===== src/rtl/play_engine_pkg.sv =====
// play_engine_pkg
// Shared control definitions for the PLAY command channel: SRAM word-address
// and sample types, chunk base-address constants, the playback state enum and
// a helper that forms a chunk read address with modulo-2^23 wrap.
package play_engine_pkg;

  localparam int unsigned SRAM_AW  = 23;
  localparam int unsigned SAMPLE_W = 16;

  typedef logic [SRAM_AW-1:0]  sram_addr_t;
  typedef logic [SAMPLE_W-1:0] sample_t;

  // Base latched out of reset, before any chunk has been selected.
  localparam sram_addr_t CHUNK_BASE_RESET = '0;

  typedef enum logic [2:0] {
    IDLE,
    FETCH,
    WAIT,
    OUTPUT,
    PAUSED,
    DONE,
    REARM
  } play_state_t;

  // Chunk read address; the sum wraps past the top of SRAM with no error.
  function automatic sram_addr_t chunk_addr(input sram_addr_t base,
                                            input sram_addr_t offset);
    return base + offset;
  endfunction

endpackage


===== src/rtl/play_sram_reader.sv =====
// play_sram_reader
// Issues SRAM read strobes and reports when the returned word is valid.
// A valid-flag shift register tracks each strobe for RD_LAT cycles, so the
// data-valid flag lines up with i_sram_rdata in the cycle the SRAM presents it.
// Ports:
//   i_clk, i_rst_n   clock, synchronous active-low reset
//   i_flush          drops every read still in flight
//   i_rd, i_addr     read request and word address from the engine
//   o_sram_addr/rd   SRAM address and one-cycle read strobe
//   i_sram_rdata     SRAM read data
//   o_data/_valid    read data and its valid flag
module play_sram_reader
  import play_engine_pkg::*;
#(
  parameter int unsigned RD_LAT = 2
) (
  input  logic                i_clk,
  input  logic                i_rst_n,
  input  logic                i_flush,
  input  logic                i_rd,
  input  logic [SRAM_AW-1:0]  i_addr,
  output logic [SRAM_AW-1:0]  o_sram_addr,
  output logic                o_sram_rd,
  input  logic [SAMPLE_W-1:0] i_sram_rdata,
  output logic [SAMPLE_W-1:0] o_data,
  output logic                o_data_valid
);

  logic [RD_LAT-1:0] vld_q;

  always_ff @(posedge i_clk) begin
    if (!i_rst_n || i_flush) begin
      vld_q <= '0;
    end else begin
      vld_q[0] <= i_rd;
      for (int unsigned i = 1; i < RD_LAT; i++) begin
        vld_q[i] <= vld_q[i-1];
      end
    end
  end

  assign o_sram_rd    = i_rd;
  assign o_sram_addr  = i_rd ? i_addr : '0;
  assign o_data       = i_sram_rdata;
  assign o_data_valid = vld_q[RD_LAT-1];

endmodule


===== src/rtl/play_engine.sv =====
// play_engine
// PLAY command responder: on a start request latches a chunk base address,
// reads CHUNK_WORDS samples from SRAM one at a time and streams them to the
// DAC serializer over valid/ready, honouring pause (at sample boundaries)
// and stop (immediate). Ends with a one-cycle done pulse, then waits for the
// start request to drop before it can be accepted again.
// Build option: PLAY_ENGINE_LOOP_EN -- chunk playback loops until stopped.
// Ports:
//   i_clk, i_rst_n              clock, synchronous active-low reset
//   i_play_start/select         start level and chunk base word address
//   i_play_pause, i_play_stop   hold position / abort
//   o_play_done, o_busy         completion pulse, active flag
//   o_sram_addr, o_sram_rd      SRAM read address and strobe
//   i_sram_rdata                SRAM read data (RD_LAT cycles after strobe)
//   o_sample, o_sample_valid    PCM sample to the DAC, valid flag
//   i_sample_ready              DAC ready
module play_engine
  import play_engine_pkg::*;
#(
  parameter int unsigned CHUNK_WORDS = 1024,
  parameter int unsigned RD_LAT      = 2
) (
  input  logic                i_clk,
  input  logic                i_rst_n,
  input  logic                i_play_start,
  input  logic [SRAM_AW-1:0]  i_play_select,
  input  logic                i_play_pause,
  input  logic                i_play_stop,
  output logic                o_play_done,
  output logic                o_busy,
  output logic [SRAM_AW-1:0]  o_sram_addr,
  output logic                o_sram_rd,
  input  logic [SAMPLE_W-1:0] i_sram_rdata,
  output logic [SAMPLE_W-1:0] o_sample,
  output logic                o_sample_valid,
  input  logic                i_sample_ready
);

  localparam int unsigned OFF_W = $clog2(CHUNK_WORDS);

  play_state_t      state_q, state_d;
  sram_addr_t       base_q;
  logic [OFF_W-1:0] offset_q;
  sample_t          sample_q;
  logic             valid_q;

  logic       accept, capture, handshake, stop_now, rd_stb;
  logic       rd_valid;
  sample_t    rd_data;
  sram_addr_t rd_addr;
`ifndef PLAY_ENGINE_LOOP_EN
  logic       last_word;

  assign last_word = (offset_q == '1);
`endif

  assign rd_addr = chunk_addr(base_q, sram_addr_t'(offset_q));

  play_sram_reader #(
    .RD_LAT(RD_LAT)
  ) u_reader (
    .i_clk        (i_clk),
    .i_rst_n      (i_rst_n),
    .i_flush      (stop_now),
    .i_rd         (rd_stb),
    .i_addr       (rd_addr),
    .o_sram_addr  (o_sram_addr),
    .o_sram_rd    (o_sram_rd),
    .i_sram_rdata (i_sram_rdata),
    .o_data       (rd_data),
    .o_data_valid (rd_valid)
  );

  always_ff @(posedge i_clk) begin
    if (!i_rst_n) begin
      state_q <= IDLE;
    end else begin
      state_q <= state_d;
    end
  end

  // Stop wins over every transition in the active states. The WAIT count is
  // carried by the reader's valid pipeline: its flag rises exactly on the
  // RD_LAT-th WAIT cycle, and a stop flush guarantees a stale flag never
  // reaches a later read.
  always_comb begin
    state_d   = state_q;
    accept    = 1'b0;
    capture   = 1'b0;
    handshake = 1'b0;
    stop_now  = 1'b0;
    rd_stb    = 1'b0;
    case (state_q)
      IDLE: begin
        if (i_play_start) begin
          accept  = 1'b1;
          state_d = FETCH;
        end
      end
      FETCH: begin
        if (i_play_stop) begin
          stop_now = 1'b1;
          state_d  = DONE;
        end else begin
          rd_stb  = 1'b1;
          state_d = WAIT;
        end
      end
      WAIT: begin
        if (i_play_stop) begin
          stop_now = 1'b1;
          state_d  = DONE;
        end else if (rd_valid) begin
          capture = 1'b1;
          state_d = OUTPUT;
        end
      end
      OUTPUT: begin
        if (i_play_stop) begin
          stop_now = 1'b1;
          state_d  = DONE;
        end else if (i_sample_ready) begin
          handshake = 1'b1;
`ifdef PLAY_ENGINE_LOOP_EN
          state_d = i_play_pause ? PAUSED : FETCH;
`else
          if (last_word) begin
            state_d = DONE;
          end else begin
            state_d = i_play_pause ? PAUSED : FETCH;
          end
`endif
        end
      end
      PAUSED: begin
        if (i_play_stop) begin
          stop_now = 1'b1;
          state_d  = DONE;
        end else if (!i_play_pause) begin
          state_d = FETCH;
        end
      end
      DONE: begin
        state_d = REARM;
      end
      REARM: begin
        if (!i_play_start) begin
          state_d = IDLE;
        end
      end
      default: begin
        state_d = IDLE;
      end
    endcase
  end

  // Offset is a power-of-two counter, so the increment past the last word
  // wraps to 0 on its own; that is the loop-build behaviour.
  always_ff @(posedge i_clk) begin
    if (!i_rst_n) begin
      base_q   <= CHUNK_BASE_RESET;
      offset_q <= '0;
      sample_q <= '0;
      valid_q  <= 1'b0;
    end else begin
      if (accept) begin
        base_q   <= i_play_select;
        offset_q <= '0;
      end
      if (capture) begin
        sample_q <= rd_data;
        valid_q  <= 1'b1;
      end
      if (handshake) begin
        valid_q  <= 1'b0;
        offset_q <= offset_q + OFF_W'(1);
      end
      if (stop_now) begin
        valid_q <= 1'b0;
      end
    end
  end

  assign o_play_done    = (state_q == DONE);
  assign o_busy         = (state_q != IDLE) && (state_q != REARM);
  assign o_sample       = sample_q;
  assign o_sample_valid = valid_q;

endmodule


===== config.mk =====
export PLATFORM = sky130hd
export DESIGN_NAME = play_engine
export DESIGN_NICKNAME = d
export VERILOG_FILES = /design/src/rtl/play_engine_pkg.sv /design/src/rtl/play_sram_reader.sv /design/src/rtl/play_engine.sv
export SDC_FILE = /design/constraint.sdc
export NUM_CORES = 1
export LEC_CHECK = 0
export CAP_MARGIN = 20
export CORE_MARGIN = 5
export CORE_UTILIZATION = 25
export CTS_CLUSTER_DIAMETER = 80
export DETAILED_ROUTE_END_ITERATION = 8
export PLACE_DENSITY = 0.52
export SLEW_MARGIN = 15
export SYNTH_ARGS = -nofsm -noshare
export SYNTH_HDL_FRONTEND = slang
export SYNTH_SLANG_ARGS = --single-unit

===== constraint.sdc =====
create_clock -name i_clk -period 5.3 [get_ports i_clk]
set_input_delay 1.59 -clock i_clk [delete_from_list [all_inputs] [get_ports i_clk]]
set_output_delay 1.59 -clock i_clk [all_outputs]
set_load 0.005 [all_outputs]

# Word level (Yosys, flattened, before mapping)

Index checks and enable logic that the tools add are counted.
W data, S select, Z words.

Input port bits: 45
Output and inout port bits: 43
Word-level logic and storage cells: 58
Register bits: 55

Muxes and demuxes: 27
Add/subtract/negate cells: 2
Bitwise operators: 1
Reduce and logical (&&, ||, !) cells: 9
Equal/unequal tests: 13

Operator list:

| cell                    | number |
|---|---|
| $mux W3                 | 11 |
| $add A23 B10 Y23        | 1 |
| $mux W23                | 1 |
| $pmux W3 S7             | 1 |
| $mux W10                | 2 |
| $mux W1                 | 12 |
| $add A10 B1 Y10 const B | 1 |
| $eq A10 B10 Y1 const B  | 1 |
| $eq A3 B3 Y1 const B    | 3 |
| $ne A3 B3 Y1 const B    | 3 |
| $eq A3 B2 Y1 const B    | 2 |
| $reduce_and A5 Y1       | 1 |
| $ne A2 B2 Y1 const B    | 2 |
| $reduce_or A4 Y1        | 1 |
| $eq A3 B1 Y1 const B    | 1 |
| $logic_not A3 Y1        | 1 |
| $ne A3 B2 Y1 const B    | 1 |
| $reduce_bool A3 Y1      | 1 |
| $reduce_or A3 Y1        | 1 |
| $reduce_bool A2 Y1      | 1 |
| $logic_and A1 B1 Y1     | 1 |
| $logic_not A1 Y1        | 1 |
| $logic_or A1 B1 Y1      | 1 |
| $not A1 Y1              | 1 |

# Longest topological paths before layout

Gate-level depths: netlist of the first run.

Depth after elaboration: 5
Mapped depth: 8
Depth with buffers taken out: 7

# Modules after synthesis

A second synthesis of the first run with hierarchy kept.

Cell total of the unflattened synthesis: 429
Area total of the unflattened synthesis: 3448.3 um2

By module, submodules not included:

| module           | seq. area each (um2) | area an instance (um2) | cells an instance | times used |
|---|---|---|---|---|
| play_engine      | 1061.0               | 3074.2                 | 383               | 1 |
| play_sram_reader | 40.0                 | 374.1                  | 46                | 1 |

# Least setup slack after synthesis of the first run

Ideal clock, no wire load.

Path kind: input to output
Start point: input i_play_stop
End point: output o_sram_addr[9]
Cell stages on the path: 7
Arrival time: 2.596 ns
Path buffers: 2
Path slack: 1.114 ns
Required time: 3.710 ns
Cells stage by stage: buf_2 > nor2_1 > nand3_1 > inv_1 > clkbuf_1 > o21ai_0 > a21oi_1

Cells in the longest elaborated chain, start to end: 3

RTL lines:

| what            | line                   | text |
|---|---|---|
| start, declared | play_engine.sv:28      | `input logic i_play_stop,` |
| $mux W1         | play_engine.sv:101     | `if (i_play_stop) begin` |
| $mux W1         | play_engine.sv:93      | `case (state_q)` |
| via o_sram_rd   | play_engine.sv:32      | `output logic o_sram_rd,` |
| $mux W23        | play_sram_reader.sv:43 | `assign o_sram_addr = i_rd ? i_addr : '0;` |
| end, declared   | play_engine.sv:31      | `output logic [SRAM_AW-1:0] o_sram_addr,` |

The timed path passes the listed nets, and every way through them passes these cells.

# Final worst setup path of the first run

Start point: input i_play_stop
End point: output o_sram_addr[18]

Cells in the longest elaborated chain, start to end: 3

RTL lines:

| what     | line |
|---|---|
| $mux W1  | play_engine.sv:101 |
| $mux W1  | play_engine.sv:93 |
| $mux W23 | play_sram_reader.sv:43 |

No other way between the ends.

==> results of run 1 <==
cell families after synthesis:
kind of cell	Yosys count	synth area share (%)
AOI/OAI and AO/OA	113	25.2
xor gates and xnor gates	10	2.76
adders and majority gates	12	4.96
buffers and inverters	32	4.29
DFF	55	34.7
muxes	7	2.21
and+or+nand+nor	184	25.9
path summary, 6_finish.rpt:
path,startpoint,to,slack [ns],cells past startpoint
hold / removal,o_sample[8]$_SDFFE_PN0P_,o_sample[8]$_SDFFE_PN0P_,0.45,2
setup reg to reg,state_q[0]$_SDFFE_PN0P_,offset_q[7]$_SDFFE_PN0P_,3.18,5
setup / recovery,i_play_stop,o_sram_addr[18],0.13,7
hold reg to reg,o_sample[8]$_SDFFE_PN0P_,o_sample[8]$_SDFFE_PN0P_,0.45,2
registers in the layout, indices dropped and copies added, names as in the netlist:
signal / cells
base_q: 23
o_sample: 16
o_sample_valid: 1
offset_q: 10
state_q: 3
u_reader.vld_q: 2
worst max-delay path, delay by kind of cell:
family	cells	cell delay (ns)
muxes	1	0.15
buffers and inverters	3	1.22
and+or+nand+nor	3	0.60
area by class of cell:
class                   count  area, um^2  area share (%)
clock buffers               6         129            2.94
well taps                 172         215            4.90
inverters                   8        30.0           0.684
multi-input cells         326        1940            44.2
clock inverters             1        30.0           0.684
flip-flops and latches     55        1100            25.1
repair buffers             96         946            21.5
cell usage in the layout, fill, tap and decap left out, types with 7 or more instances in the layout:
cell	count
mux2i_1	7
o21ai_0	9
ha_1	11
nor2_1	24
a21oi_1	21
nor3_1	7
buf_4	8
clkdlybuf4s50_1	87
inv_1	8
dfxtp_1	55
nand3_1	9
nand2_1	108
a21boi_0	41
metal layers:
layer | up-vias | part of all wire, % | wire length [um] | GRT usage, %
li1 | 1601 | - | - | -
met1 | 1390 | 46 | 4130 | 14.9
met2 | 75 | 45 | 4050 | 19.8
met3 | 7 | 8.2 | 735 | 4.79
met4 | 0 | 0.85 | 76 | 3.01
met5 | - | 0 | 0 | 0
where the power goes:
group          leakage [nW]  internal, mW  switching (mW)
sequential            0.447         0.452          0.0495
combinational          1.03         0.149           0.169
clock                0.0769         0.221           0.147
total                  1.55         0.822           0.366
through the flow:
stage          cells  power [mW]  setup WS (ns)
3_3_place_gp     656       0.832          0.156
5_1_grt          664        1.26         0.0393
4_1_cts          663        1.21          0.131
3_5_place_dp     656       0.834          0.131
6_report         664        1.19          0.134
2_1_floorplan    413       0.699           1.11
==> reports/qor.yml, run 1 <==
grt:
  grt-ovfl-total: 0
  grt_max_degree: 32
  track_usage_pct: 12.1
  grt_pass1_vias: 3036
  grt_pass1_wl_um: 14600
  antenna_found_initial: 0
logic_synthesis:
  synth_area_leader_cell: "dfxtp_1"
  synth_most_common_cell: "nand2_1"
  ys_warn_count: 0
  syn-num-nets: 470
  synth_top_area_share_pct: 34.7
  syn-instance-count: 413
  synth-main-ff-cell: "dfxtp_1"
  ys_top_cells_by_count: "108 x nand2_1, 55 x dfxtp_1, 41 x a21boi_0"
  synth-seq-cells: 55
  synth.avg_cell_area_um2: 7.69
  synth_cell_type_count: 52
  async_flop_share_pct: 0
  synth_area_leaders: "dfxtp_1 35%, nand2_1 13%, a21boi_0 9.7%, ha_1 4.3%, a21oi_1 3.3%"
  synth-seq-area-share_pct: 34.7
  syn-cell-area_um2: 3180
  synth-edff-count: 0
setup_path:
  crit_fanout: 12
  slowest_delay_ns: 0.54
  cp_cell_sequence: "clkdlybuf4s50_1 > nor2_1 > nand3_1 > buf_4 > or2_2 > mux2i_1 > clkdlybuf4s50_1"
  cp_slowest_cell: "clkdlybuf4s50_1"
  critPathKind: "input port to primary output"
  worstPathRequired_ns: 3.71
  start_kind: "input port"
  worstSetupEndpointType: "primary output"
  cp_common_cell: "clkdlybuf4s50_1"
  worstPathArrival_ns: 3.58
finish:
  postLayoutCellArea_um2: 4390
  diodes: 0
  drive_gt1_share_pct: 4.88
  nNetsFinal: 549
  finish.utilization_pct: 35.1
  area_growth_pct: 38.2
  fillers: 1340
sta:
  rsz0062_at_grt: "no"
  slew_headroom_pct: 37.1
  tns_ns: 0
  clock.fmax_mhz: 194
  maxSlewViolCount: 0
  setup_violations: 0
  min_period_ns: 5.17
  fin_hold_ws_ns: 0.454
  final.setup_skew_ns: 0.00637
  hold_viol: 0
  period_share_pct: 97.5
  worstMarginPinSlew_ns: 0.943
clock_network:
  clkLatencyLatePin_ns: 0.29
  cts_setup_buffers: 0
  clockRootBuffer: "clkbuf_16"
  cts_tree: "done"
  ctsLongestPathBuffers: 2
  clock-sinks: 55
  cts_resized: 0
  htreeDepth: 2
  ctsHoldBuffers: 0
  path_clk_slew_ns: 0.07
  cts_buffers: 5
routing:
  drt_iter0_drc: 100
  num_vias: 3073
  via_per_inst: 4.63
  ant_nets: 0
  wirelength_um: 8990
  routedWlPerCell_um: 13.5
  drtPass1Iterations: 5
  drc_errors: 0
floorplan:
  fp.dieArea_um2: 15100
  die_x_um: 123
  core.rowCount: 41
  coreArea_um2: 12500
  io_pins: 88
  initial_utilization_pct: 25.4
  die_height_um: 123
min_path:
  hp-class: "flip-flop to flip-flop"
power_and_ir_drop:
  leakage_nw: 1.55
  p_per_area_nw_per_um2: 271
  ir_drop_v: 0.000110
placement:
  place_area_um2: 4220
  place_congestion: 0.802
  hpwl_um: 6970
  io_buffers: 87
run:
  drv_cap: 0
status:
  outcome: "finished, final reports clean"
Power figures use the tool's default switching activity.
==> run 2, diff against run 1 <==
- CORE_UTILIZATION: 25 -> 52
- HOLD_SLACK_MARGIN: unset -> 0.1
- MAX_ROUTING_LAYER: unset -> met4
- PLACE_DENSITY: 0.52 -> 0.91
==> run 2 against run 1 <==
Critical path depth stayed put; die area decreased by 48%; maximum frequency is 0.13% lower; register-to-register slack got worse by 0.04 ns; cell count shrank 15%; power down 12%; combinational power fell by 2%; core utilization grew 35 points; worst setup slack got worse by 0.0066 ns; sequential power about the same; non-clock buffer count fell by 5; wire length decreased by 7.8%; highest routed layer unchanged.
==> reports/qor.yml, run 2 (synthesis gave the netlist of run 1 again) <==
finish:
  largest_reg_flops: 23
  final_cell_mix: "108 x nand2_1, 87 x clkdlybuf4s50_1, 55 x dfxtp_1, 41 x a21boi_0, 24 x nor2_1"
  area_growth_pct: 31.0
  finish.utilization_pct: 70.3
  diodes: 0
  drive_gt1_share_pct: 4.30
  largest_register: "base_q"
  nNetsFinal: 544
  fillers: 467
  postLayoutCellArea_um2: 4160
  fin_cells: 563
  final_common_cell: "nand2_1"
sta:
  clock.fmax_mhz: 193
  final.setup_skew_ns: 0.00978
  slew_headroom_pct: 38.2
  min_period_ns: 5.17
  fin_ws_ns: 0.127
  maxSlewViolCount: 0
  period_share_pct: 97.6
  hold_viol: 0
  setup_violations: 0
  worstMarginPinSlew_ns: 0.924
setup_path:
  crit_buf_inv: 3
  cp_slowest_cell: "clkdlybuf4s50_1"
  crit_fanout: 19
  slowest_delay_ns: 0.54
  r2r_start: "state_q[0]$_SDFFE_PN0P_"
  worstPathRequired_ns: 3.71
  cp_common_cell: "clkdlybuf4s50_1"
  critPathTopFamily: "buffers and inverters"
  r2r_setup_slack_ns: 3.14
  worstSetupEndpointType: "primary output"
  worstReg2RegEnd: "offset_q[2]$_SDFFE_PN0P_"
  worstPathArrival_ns: 3.58
  critPathKind: "input port to primary output"
  start_kind: "input port"
  reg2regPathDepth: 5
  cp_cell_sequence: "clkdlybuf4s50_1 > nor2_1 > nand3_1 > buf_4 > or2_2 > mux2i_1 > clkdlybuf4s50_1"
grt:
  grt-ovfl-total: 0
  antenna_found_initial: 0
  grt_pass1_vias: 3033
  grt_max_degree: 33
  grt_pass1_wl_um: 13700
  track_usage_pct: 22.9
clock_network:
  htreeDepth: 2
  cts_buffers: 5
  path_clk_slew_ns: 0.10
  cts_tree: "done"
  ctsLongestPathBuffers: 2
  ctsHoldBuffers: 0
  clock-sinks: 55
  clkLatencyLatePin_ns: 0.32
  clockRootBuffer: "clkbuf_8"
floorplan:
  die_x_um: 88.2
  fp.dieArea_um2: 7770
  coreArea_um2: 5920
  initial_utilization_pct: 53.7
  die_height_um: 88.2
  core.rowCount: 28
  io_pins: 88
routing:
  drc_errors: 0
  wirelength_um: 8290
  drt_iter0_drc: 197
  drtPass1Iterations: 5
  ant_nets: 0
  num_vias: 3222
  routedWlPerCell_um: 14.7
  via_per_inst: 5.72
min_path:
  hold_path_end: "o_sample[15]$_SDFFE_PN0P_"
  hp-class: "flip-flop to flip-flop"
  min_from: "o_sample[15]$_SDFFE_PN0P_"
  worstHoldPathCells: 2
power_and_ir_drop:
  ir_drop_v: 0.000169
  leakage_nw: 1.48
  p_total_mw: 1.05
  p_per_area_nw_per_um2: 252
status:
  outcome: "finished, final reports clean"
placement:
  dp_slack_ns: 0.209
  place_area_um2: 4060
  placed_cells: 554
  place_congestion: 0.885
  io_buffers: 87
  hpwl_um: 6160
run:
  drv_cap: 0
==> run 2: cell types whose count changed in the layout (fill, tap and decap cells not counted), moves of 2 or more <==
cell / change
buf_4: -5
clkbuf_16: -5
clkbuf_8: +5
clkinvlp_4: +2
==> run 2: worst max path at each step <==
stage	startpoint	to	cells past startpoint
after floorplan	i_play_stop	o_sram_addr[9]	7
after global placement	i_play_stop	o_sram_addr[9]	7
after detailed placement	i_play_stop	o_sram_addr[10]	7
after global routing	i_play_stop	o_sram_addr[20]	7
final	i_play_stop	o_sram_addr[20]	7
after CTS	i_play_stop	o_sram_addr[10]	7
==> run 2: power breakdown <==
part           switching [mW]  internal [mW]
sequential             0.0490          0.451
combinational           0.170          0.144
clock                   0.140         0.0952
total                   0.360          0.691
==> run 2: what timing repair did <==
| action | 4_1_cts | 5_1_grt |
|---|---|---|
| setup buffers | 0 | 0 |
| endpoints found under the setup margin | 0 | 1 |
| gates resized for setup | 0 | 1 |
==> run 2: area by class of cell <==
class	count	area (um^2)	share of cell area (%)
Clock buffer	6	72.6	1.74
Multi-Input combinational cell	326	1940	46.6
Inverter	8	33.8	0.812
Clock inverter	2	16.3	0.391
Sequential cell	55	1100	26.5
Timing Repair Buffer	91	905	21.7
Tap cell	75	93.8	2.25
==> run 2: stage by stage <==
| stage | hold slack, ns | TNS [ns] |
|---|---|---|
| after global routing | 0.496 | -0.0000442 |
| after floorplan | 0.437 | 0 |
| after CTS | 0.473 | 0 |
| after detailed placement | 0.455 | 0 |
| final | 0.471 | 0 |
| after global placement | 0.441 | 0 |
==> run 2: routing by layer <==
layer  global-route usage [%]  wire length, um  vias to the layer above
met5                        -                0                        -
met4                     9.48              204                        0
met3                     5.46              634                       21
met2                     36.4             3980                      132
met1                     27.8             3470                     1482
li1                         -                -                     1587
==> run 2: tightest hold or removal path, delay by kind of cell, from the launching register on <==
kind / cells / cell delay [ns]
AO/OA/AOI/OAI: 1 / 0.05
AND/OR/NAND/NOR: 1 / 0.05
flip-flops: 1 / 0.33
==> run 3, diff against run 2 <==
- CAP_MARGIN: 20 -> 25
==> results of run 3 <==
The final DEF is identical to that of run 2; final timing and power are the same.
==> variant 1: new RTL, flow settings as in run 1 <==
The option `PLAY_ENGINE_LOOP_EN` is turned on by a define.
--- a/src/rtl/play_engine.sv
+++ b/src/rtl/play_engine.sv
@@ -15,4 +15,6 @@
 //   o_sample, o_sample_valid    PCM sample to the DAC, valid flag
 //   i_sample_ready              DAC ready
+`define PLAY_ENGINE_LOOP_EN
+
 module play_engine
   import play_engine_pkg::*;
Formal check against the unedited RTL: no difference found for any inputs over 10 cycles, from zero or initial values and one cycle with i_rst_n low; that may be too few to reach the edited logic, so the function may still have changed.
==> variant 1 against run 1 <==
  * Setup slack got worse by 0.026 ns
  * Clock skew decreased by 0.00074 ns
  * Area after synthesis decreased by 0.91%
  * Cell area decreased by 1.6%
  * Sequential power decreased by 2%
  * First-iteration DRC count increased by 96%
  * Combinational power decreased by 23%
  * Sequential cell count unchanged
  * Power decreased by 11%
  * Routed wire length decreased by 1.7%
  * Register-to-register slack improved by 0.05 ns
==> variant 1: results (changes against run 1) <==
| Metric | Value |
|---|---|
| Detailed Route WL | 8844 um (-1.7%) |
| Outcome | finished, final reports clean |
| Skew final | 0.005632 ns (-0.0007380 ns) |
| DRT Pass-1 Iters | 4 (-1) |
| Largest net degree at the start of global routing | 39 (+22%) |
| Routing usage on met2 | 19.62% (-0.20 points) |
| Most instantiated cells after synthesis | nand2_1, dfxtp_1, a21boi_0 |
| Gpl congestion | 0.8283 (+3.2%) |
| # fillers | 1321 (-1.4%) |
| Critical Path AT | 3.60 ns (+0.02 ns) |
| Static leakage | 0.001477 uW (-4.8%) |
| CP Max Fanout | 8 (-4) |
| Synth unique cells | 49 (-5.8%) |
| GRT Resource Usage Total | 11.98% (-0.13 points) |
| Synth top area cells | dfxtp_1, nand2_1, a21boi_0 |
| Global-route wire length before repair | 14800 um (+1.1%) |
| Layout Nets | 548 (-0.18%) |
| Max-slew headroom | 34.26% (-2.8 points) |
| Avg Cell Area, Syn | 7.622 um2 (-0.91%) |
| Sequential area share after synthesis | 34.98% (+0.32 points) |
| Peak supply drop | 0.1167 mV (+6.1%) |
| Routing usage on met3 | 3.456% (-1.3 points) |
| Met1 usage | 15.89% (+0.98 points) |
| Layout cells sized above 1 | 3.455% (-1.4 points) |
| Vias in the first global route | 2977 (-1.9%) |
## variant 1: changes by cell type in the layout (fill, tap and decap cells not counted), sizes merged, moves of 3 or more
cell / before / now
a21oi: 21 / 29
buf: 9 / 6
or2: 6 / 0
nand4: 4 / 9
o21ai: 11 / 20
inv: 8 / 5
mux2i: 7 / 3
or3: 3 / 7
nand2b: 1 / 6
nand2: 108 / 101
## variant 1: path summary, 6_finish.rpt
kind                                 start                  endpoint  slack (ns)  cells past startpoint
setup / recovery               i_play_stop           o_sram_addr[19]        0.11                      8
hold / removal    o_sample[0]$_SDFFE_PN0P_  o_sample[0]$_SDFFE_PN0P_        0.46                      2
setup reg to reg   state_q[2]$_SDFFE_PN0P_  offset_q[9]$_SDFFE_PN0P_        3.23                      6
hold reg to reg   o_sample[0]$_SDFFE_PN0P_  o_sample[0]$_SDFFE_PN0P_        0.46                      2
## variant 1: kinds of logic (layout without fill, tap and decap cells)
family / count (synthesis) / in the layout / share of synthesized area, %
AOI/OAI and AO/OA: 121 / 121 / 25.40
xor gates and xnor gates: 10 / 10 / 2.782
adders and majority gates: 12 / 12 / 5.008
buffers and inverters: 27 / 106 / 3.816
DFF: 55 / 55 / 34.98
muxes: 3 / 3 / 0.9539
and+or+nand+nor: 185 / 185 / 27.07
## variant 1: layer usage
layer	up-vias	wire length, um
met3	4	632
li1	1608	-
met2	82	3935
met1	1432	4233
met5	-	0
met4	0	42
## variant 1: worst max-delay path, cell delays in order
cell             delay [ns]
clkdlybuf4s50_1        0.43
nor2_1                 0.14
nand3_1                0.20
inv_1                  0.28
buf_4                  0.18
nand2b_1               0.06
mux2i_1                0.19
clkdlybuf4s50_1        0.54
## variant 1: where the power goes
group	switching, uW	leakage [uW]	total (uW)	internal (uW)
clock network	152	0.0000669	327	175
logic	127	0.000964	245	118
registers	47.3	0.000447	491	444
total	326	0.00148	1060	737
## variant 1: layout make-up
cell class,count,area [um2],area share (%)
Multi-Input combinational cell,331,1927,44.61
Inverter,5,18.77,0.4345
Tap cell,172,215.2,4.983
Timing Repair Buffer,93,915.9,21.21
Sequential cell,55,1101,25.49
Clock inverter,2,12.51,0.2897
Clock buffer,6,128.9,2.984
## variant 1: metrics by stage
stage / setup slack, ns / utilization, % / hold WS, ns / cell area [um2] / power, uW
after floorplan: 1.122 / - / 0.4367 / 3148 / 639.3
after global placement: 0.2045 / 33.51 / 0.4541 / 4178 / 745.9
after detailed placement: 0.09938 / 33.51 / 0.4508 / 4178 / 748.9
after CTS: 0.09943 / 34.65 / 0.4693 / 4319 / 1085
after global routing: 0.01006 / 34.65 / 0.4970 / 4319 / 1139
final: 0.1079 / 34.65 / 0.4630 / 4319 / 1063
==> variant 2: new RTL, settings of run 1 <==
Without the edit above. Reset style: asynchronous (`i_rst_n`), changed in 2 clocked blocks. Comments in the files are not updated.
--- a/src/rtl/play_engine.sv
+++ b/src/rtl/play_engine.sv
@@ -72,5 +72,5 @@
   );
 
-  always_ff @(posedge i_clk) begin
+  always_ff @(posedge i_clk or negedge i_rst_n) begin
     if (!i_rst_n) begin
       state_q <= IDLE;
@@ -157,5 +157,5 @@
   // Offset is a power-of-two counter, so the increment past the last word
   // wraps to 0 on its own; that is the loop-build behaviour.
-  always_ff @(posedge i_clk) begin
+  always_ff @(posedge i_clk or negedge i_rst_n) begin
     if (!i_rst_n) begin
       base_q   <= CHUNK_BASE_RESET;
Function: differs if i_rst_n is asserted again (counterexample within 4 cycles, from zero or initial values and one cycle with i_rst_n low); with i_rst_n held inactive, the same outputs for 10 cycles.
==> variant 2 against run 1 <==
  * Clock power is 2% higher
  * Setup slack better by 0.034 ns
  * Power up 34%
  * Worst hold slack better by 0.032 ns
  * Routed wire length decreased by 2.9%
  * Clock skew increased by 0.0022 ns
  * Global-route usage is 0.091 points higher
  * Area after synthesis barely moved
  * Sequential cell count is the same
  * Cell area is 0.68% higher
  * Largest power group unchanged
==> variant 2: results (changes against run 1) <==
| Metric | Value |
|---|---|
| Outcome | finished, final reports clean |
| Non-clk invs | 6 (-2) |
| Vias/cell | 4.618 (-0.22%) |
| # clk buffers | 7 (+1) |
| Vias in the first global route | 3003 (-1.1%) |
| Peak supply drop | 0.1416 mV (+29%) |
| Via Count | 2840 (-7.6%) |
| Signal buf overhead | 20.61% (-0.94 points) |
| Critical path endpoint | o_sram_addr[20] |
| Multi-input combinational cell count | 281 (-14%) |
| Post-Synthesis Net Count | 411 (-13%) |
| Synth top area cells | dfrtp_1, nand2_1, mux2_2 |
| Gpl congestion | 0.8213 (+2.4%) |
| GRT Resource Usage Total | 12.21% (+0.091 points) |
| Hold EP | base_q[0]$_DFFE_PN0P_ |
| Routing usage on met3 | 4.747% (-0.046 points) |
| Layout cells sized above 1 | 10.16% (+5.3 points) |
| Syn Inst Count | 354 (-14%) |
| Combinational power share | 35.5% (+8.7 points) |
| Synth async-reset ratio | 96.36% (+96 points) |
| Detailed Route Iter0 Violations | 92 (-8.0%) |
| Number of non-clock buffers | 93 (-3.1%) |
| Skew final | 0.008560 ns (+0.002189 ns) |
| Met2 Routed Length | 4040 um (-0.35%) |
| DRT Pass-1 Iters | 4 (-1) |
| Reg2Reg Depth | 6 (+1) |
| Register-to-register path setup slack | 3.10 ns (-0.08 ns) |
| CP Max Fanout | 18 (+6) |
| Worst slew pin tran | 0.9757 ns (+0.03225 ns) |
| Sequential area share after synthesis | 42.99% (+8.3 points) |
| Met1 usage | 14.99% (+0.089 points) |
| Most instantiated cells after synthesis | nand2_1, dfrtp_1, nor2_1 |
| Reg area | 1366 um2 (+24%) |
| Critical Path AT | 3.54 ns (-0.04 ns) |
| Placed insts | 607 (-7.5%) |
| Static leakage | 0.001904 uW (+23%) |
| Clk tree area frac | 3.680% (+0.060 points) |
| # fillers | 1301 (-2.9%) |
| Hold_sp | base_q[0]$_DFFE_PN0P_ |
| Seq. pwr | 650 uW (+30%) |
| Met3 WL | 691 um (-6.0%) |
| DR WL/cell | 14.20 um (+4.9%) |
| Multi-input combinational area share | 39.43% (-4.7 points) |
| Reg-to-reg critical path startpoint | state_q[1]$_DFFE_PN0P_ |
| Sw Share | 34.70% (+3.9 points) |
-- variant 2: cell count changes after synthesis, sizes merged, moves of 15 or more --
cell | before | now
mux2 | 0 | 17
a21boi | 44 | 1
dfrtp | 0 | 53
nand2 | 108 | 93
dfxtp | 55 | 2
-- variant 2: timing repair --
item	4_1_cts	5_1_grt
hold buffers	0	0
setup endpoints to repair	0	4
gates resized for setup	0	1
-- variant 2: per-stage QoR --
step	hold WS [ns]	worst slack, ns	power (uW)	area (um2)
final	0.4859	0.1675	1589	4420
after global routing	0.5149	0.003263	1720	4420
after CTS	0.4900	0.1127	1617	4418
after detailed placement	0.4503	0.1098	1230	4255
after global placement	0.4549	0.1265	1223	4255
after floorplan	0.4367	1.136	981.3	3178
-- variant 2: logic make-up after synthesis --
group	Yosys count	synth area share, %
simple gates	169	24.65
compound gates	70	15.32
flops	55	42.99
mux	23	7.913
buf+inv	18	2.244
fa+ha+maj	12	4.961
xor+xnor	7	1.929
